**config.mk**
```make
export PLATFORM = sky130hd
export DESIGN_NAME = seven_segment_to_binary
export DESIGN_NICKNAME = d
export VERILOG_FILES = /design/src/rtl/seven_segment_to_binary.sv
export SDC_FILE = /design/constraint.sdc
export NUM_CORES = 1
export LEC_CHECK = 0
export CORE_UTILIZATION = 50
export CTS_CLUSTER_DIAMETER = 60
export DETAILED_ROUTE_END_ITERATION = 8
export DONT_BUFFER_PORTS = 1
export GPL_ROUTABILITY_DRIVEN = 0
export GPL_TIMING_DRIVEN = 0
export PLACE_DENSITY = 0.67
export SETUP_SLACK_MARGIN = 0.3
export SLEW_MARGIN = 40
export SYNTH_ARGS = -nofsm -noshare
export SYNTH_HDL_FRONTEND = slang
export SYNTH_SLANG_ARGS = --single-unit
export TNS_END_PERCENT = 50
```
**constraint.sdc**
```tcl
create_clock -name i_Clk -period 4.96 [get_ports i_Clk]
set_input_delay 0.744 -clock i_Clk [delete_from_list [all_inputs] [get_ports i_Clk]]
set_output_delay 0.744 -clock i_Clk [all_outputs]
set_load 0.02 [all_outputs]
```
**src/rtl/seven_segment_to_binary.sv**
```systemverilog
// rtl/seven_segment_to_binary.sv - debounced 7-segment pattern to hex digit decoder
module seven_segment_to_binary #(
  parameter int STABLE_CYCLES = 4,
  parameter int ERR_CNT_WIDTH = 8
) (
  input  logic                     i_Clk,
  input  logic                     i_Rst,
  input  logic                     i_Enable,
  input  logic                     i_Segment_A,
  input  logic                     i_Segment_B,
  input  logic                     i_Segment_C,
  input  logic                     i_Segment_D,
  input  logic                     i_Segment_E,
  input  logic                     i_Segment_F,
  input  logic                     i_Segment_G,
  output logic [3:0]               o_Binary_Num,
  output logic                     o_Valid,
  output logic                     o_Blank,
  output logic                     o_Error,
  output logic                     o_Locked,
  output logic [ERR_CNT_WIDTH-1:0] o_Error_Count
);

  localparam logic [7:0] STABLE = 8'(STABLE_CYCLES);

  typedef enum logic {SETTLE, LOCKED} state_t;

  state_t     r_State;
  logic [6:0] seg_in;
  logic [6:0] r_Seg;
  logic [6:0] r_Last_Seg;
  logic       r_Last_Vld;
  logic [7:0] r_Cnt;
  logic       seg_same;
  logic       dec_legal;
  logic [3:0] dec_digit;

  assign seg_in   = {i_Segment_A, i_Segment_B, i_Segment_C, i_Segment_D,
                     i_Segment_E, i_Segment_F, i_Segment_G};
  assign seg_same = (seg_in == r_Seg);

  // Blank (7'h00) is not a digit; it is handled separately at lock time.
  always_comb begin
    dec_legal = 1'b1;
    dec_digit = 4'h0;
    case (r_Seg)
      7'h7E: dec_digit = 4'h0;
      7'h30: dec_digit = 4'h1;
      7'h6D: dec_digit = 4'h2;
      7'h79: dec_digit = 4'h3;
      7'h33: dec_digit = 4'h4;
      7'h5B: dec_digit = 4'h5;
      7'h5F: dec_digit = 4'h6;
      7'h70: dec_digit = 4'h7;
      7'h7F: dec_digit = 4'h8;
      7'h7B: dec_digit = 4'h9;
      7'h77: dec_digit = 4'hA;
      7'h1F: dec_digit = 4'hB;
      7'h4E: dec_digit = 4'hC;
      7'h3D: dec_digit = 4'hD;
      7'h4F: dec_digit = 4'hE;
      7'h47: dec_digit = 4'hF;
      default: dec_legal = 1'b0;
    endcase
  end

  always_ff @(posedge i_Clk) begin
    if (i_Rst) begin
      r_State       <= SETTLE;
      r_Seg         <= 7'h00;
      r_Last_Seg    <= 7'h00;
      r_Last_Vld    <= 1'b0;
      r_Cnt         <= 8'd0;
      o_Binary_Num  <= 4'h0;
      o_Valid       <= 1'b0;
      o_Blank       <= 1'b0;
      o_Error       <= 1'b0;
      o_Locked      <= 1'b0;
      o_Error_Count <= '0;
    end else begin
      r_Seg   <= seg_in;
      o_Valid <= 1'b0;
      o_Error <= 1'b0;
      if (!i_Enable) begin
        r_Cnt    <= 8'd0;
        r_State  <= SETTLE;
        o_Locked <= 1'b0;
      end else begin
        if (!seg_same)
          r_Cnt <= 8'd1;
        else if (r_Cnt != STABLE)
          r_Cnt <= r_Cnt + 8'd1;

        case (r_State)
          SETTLE: begin
            // Lock only if the pattern that satisfied the count is still present.
            if (r_Cnt == STABLE && seg_same) begin
              r_State    <= LOCKED;
              o_Locked   <= 1'b1;
              r_Last_Seg <= r_Seg;
              r_Last_Vld <= 1'b1;
              if (!(r_Last_Vld && r_Last_Seg == r_Seg)) begin
                if (r_Seg == 7'h00) begin
                  o_Blank <= 1'b1;
                end else if (dec_legal) begin
                  o_Binary_Num <= dec_digit;
                  o_Valid      <= 1'b1;
                  o_Blank      <= 1'b0;
                end else begin
                  o_Error <= 1'b1;
                  o_Blank <= 1'b0;
                  if (o_Error_Count != '1)
                    o_Error_Count <= o_Error_Count + ERR_CNT_WIDTH'(1);
                end
              end
            end
          end
          LOCKED: begin
            if (!seg_same) begin
              r_State  <= SETTLE;
              o_Locked <= 1'b0;
            end
          end
          default: begin
            r_State  <= SETTLE;
            o_Locked <= 1'b0;
          end
        endcase
      end
    end
  end

endmodule
```
==> results.yml <==
sta:
  period_needed_ns: 2.45
  setup_tns_ns: 0
  fin_crit_sh_pct: 49.4
  setup_viol: 0
  layout_setup_ws_ns: 2.51
  finalHoldWorstSlack_ns: 0.472
  rsz0062_at_grt: "no"
  final.setup_skew_ns: 0.00787
  clock.fmax_mhz: 408
  max_slew_margin_pct: 57.6
  slew_viol_final: 0
  worst-slew-pin-transition_ns: 0.628
  finalHoldViolations: 0
power:
  powerDensity_mw_per_mm2: 254
  p_leak_nw: 0.795
  ir_drop_v: 0.000177
yosys:
  seq_area_frac_synth_pct: 37.3
  syn-num-nets: 261
  ys_warn_count: 0
  syn_area_per_cell_sq_um: 8.66
  yosysTopAreaCell: "dfxtp_1"
  yosys_most_used_dff: "dfxtp_1"
  ys_ff_latch: 40
  synthTopCellsByArea: "dfxtp_1 (37%), xor2_1 (6.5%), nor2b_1 (4.4%)"
  synthTopCellsByCount: "dfxtp_1 (40), nor2_1 (23), nand2_1 (17), xor2_1 (16)"
  synthMostInstantiatedCell: "dfxtp_1"
  async_flop_share_pct: 0
  synth_edf_count: 0
  synth.distinct_cells: 50
  synth_cells: 248
  synth_top_area_share_pct: 37.3
  synthesis.area_sq_mm: 0.00215
clock_network:
  cts_setup_buffers: 0
  cts.htree.levels: 2
  cts_made_buffers: 5
  clk_pin_slew_ns: 0.08
  cts_root_buf: "clkbuf_8"
  postCtsHoldBufs: 0
  cts_max_path_buffers: 2
  cts_tree: "built"
  worst_skew_pair.late_latency_ns: 0.29
  cts.sinks: 40
  cts-resized-gates: 0
routing:
  firstDrtPassIters: 4
  antenna_left: 0
  viasPerCell: 5.83
  drc: 0
  wl_per_cell_um: 14.8
  wl_um: 4500
  vias: 1778
  initialDrtViolationCount: 142
floorplanning:
  core-area_sq_mm: 0.00406
  die_x_um: 67.5
  die_y_um: 67.5
  initial_core_util_pct: 52.9
  fp.dieArea_sq_mm: 0.00456
  rows: 23
  io_pins: 26
global_routing:
  track_usage_pct: 22.1
  grt_pass1_vias: 1569
  grt_pass1_wl_um: 7490
  antenna_found_initial: 0
  grt_max_degree: 12
  overflow: 0
worst_setup_path:
  r2r-end: "o_Binary_Num[0]"
  crit_path_end_kind: "flop"
  crit_required_ns: 5.15
  rrSetupSlack_ns: 2.51
  rr_startpoint: "r_Seg[5]"
  crit_fanout: 10
  critPathArrivalTime_ns: 2.64
  path_cells: "buf_2, buf_2, nand2_1, o41ai_1, nand4b_1, buf_2, a41oi_1, o21a_1"
  crit_path_top_delay_cell: "o41ai_1"
  crit_top_cell: "buf_2"
  slowest_delay_ns: 0.55
  ff2ff_path_depth: 8
  critical_path_class: "reg -> reg"
  start_kind: "flop"
layout:
  drive_gt1_share_pct: 11.0
  fin_area_sq_mm: 0.00229
  fillers: 379
  syn2layout_area_growth_pct: 6.53
  diodes: 0
  nNetsFinal: 268
place:
  hpwl_um: 3220
  place_worst_setup_slack_ns: 2.35
  place_area_sq_mm: 0.00221
  port_buffers: 0
min_path:
  min_from: "r_Last_Vld"
  min_path_cells: 2
  min_to: "r_Last_Vld"
  min_path_type: "reg -> reg"
flow_run:
  maxCapViolations: 0
status:
  status: "complete, no violations"
==> placed cells by master (no fill, tap or decap), types with 4 or more instances in the layout <==
cell / instances
nand2_1: 17
or4_1: 7
o31ai_1: 5
nor2b_1: 15
a21oi_1: 15
and3_1: 5
dfxtp_1: 40
clkbuf_1: 6
nand2b_1: 4
clkbuf_8: 5
nor3_1: 4
o21ai_0: 7
buf_2: 10
mux2i_1: 8
nor2_1: 23
xnor2_1: 5
nand3_1: 10
xor2_1: 16
==> kinds of logic (layout without fill, tap and decap cells) <==
| family | after synthesis | after routing | share of synthesized area (%) |
|---|---|---|---|
| AOI/OAI and AO/OA | 43 | 43 | 12.8 |
| xor gates and xnor gates | 21 | 21 | 8.57 |
| adders and majority gates | 3 | 3 | 1.75 |
| buffers and inverters | 21 | 28 | 4.60 |
| DFF | 40 | 40 | 37.3 |
| muxes | 10 | 10 | 4.78 |
| and+or+nand+nor | 110 | 110 | 30.2 |
==> cell type report <==
| type | count | area (sq um) | share of cell area [%] |
|---|---|---|---|
| Inverter | 3 | 11.3 | 0.492 |
| Sequential cell | 40 | 801 | 35.0 |
| Tap cell | 50 | 62.6 | 2.74 |
| Multi-Input combinational cell | 187 | 1250 | 54.5 |
| Clock inverter | 1 | 5.00 | 0.219 |
| Buffer | 18 | 87.6 | 3.83 |
| Clock buffer | 6 | 72.6 | 3.17 |
==> layer usage <==
layer | GRT usage, % | vias to the layer above | part of all wire (%)
li1 | - | 900 | -
met1 | 30.0 | 816 | 48
met2 | 33.8 | 55 | 45
met3 | 5.24 | 7 | 5.4
met4 | 7.98 | 0 | 1.4
met5 | 0 | - | 0
==> sequential cells by signal (all words and copies together) (netlist names) <==
register,flops
o_Binary_Num,4
o_Blank,1
o_Error,1
o_Error_Count,8
o_Locked,1
o_Valid,1
r_Cnt,8
r_Last_Seg,7
r_Last_Vld,1
r_Seg,7
r_State,1
==> metrics by stage <==
| step | util [%] | cells | total power, mW |
|---|---|---|---|
| final | 56.4 | 305 | 0.581 |
| after floorplan | - | 248 | 0.374 |
| after global routing | 56.4 | 305 | 0.602 |
| after detailed placement | 54.5 | 298 | 0.384 |
| after CTS | 56.4 | 305 | 0.587 |
| after global placement | 54.5 | 298 | 0.384 |
==> power by group <==
part           internal [mW]  switching, mW  total, mW
Clock                 0.0956          0.108      0.203
Sequential             0.324        0.00260      0.327
Combinational         0.0183         0.0325     0.0508
Total                  0.438          0.143      0.581
==> worst max-delay path, delay by kind of cell (launching register included) <==
family,cells,cell delay (ns)
flops,1,0.30
compound gates,3,0.83
buf+inv,3,0.72
simple gates,2,0.47
==> how the worst max path moves through the flow <==
stage | end | slack [ns] | start | cells after the start
6_report | o_Binary_Num[0] | 2.51 | r_Seg[5] | 8
5_1_grt | o_Error_Count[7] | 2.27 | r_Cnt[0] | 9
4_1_cts | o_Error_Count[7] | 2.51 | r_Cnt[0] | 9
3_5_place_dp | o_Error_Count[7] | 2.35 | i_Segment_C | 7
3_3_place_gp | o_Error_Count[7] | 2.35 | i_Segment_C | 7
2_1_floorplan | o_Error_Count[7] | 2.52 | i_Segment_C | 7
No activity file was read; power rests on OpenSTA's default activity.
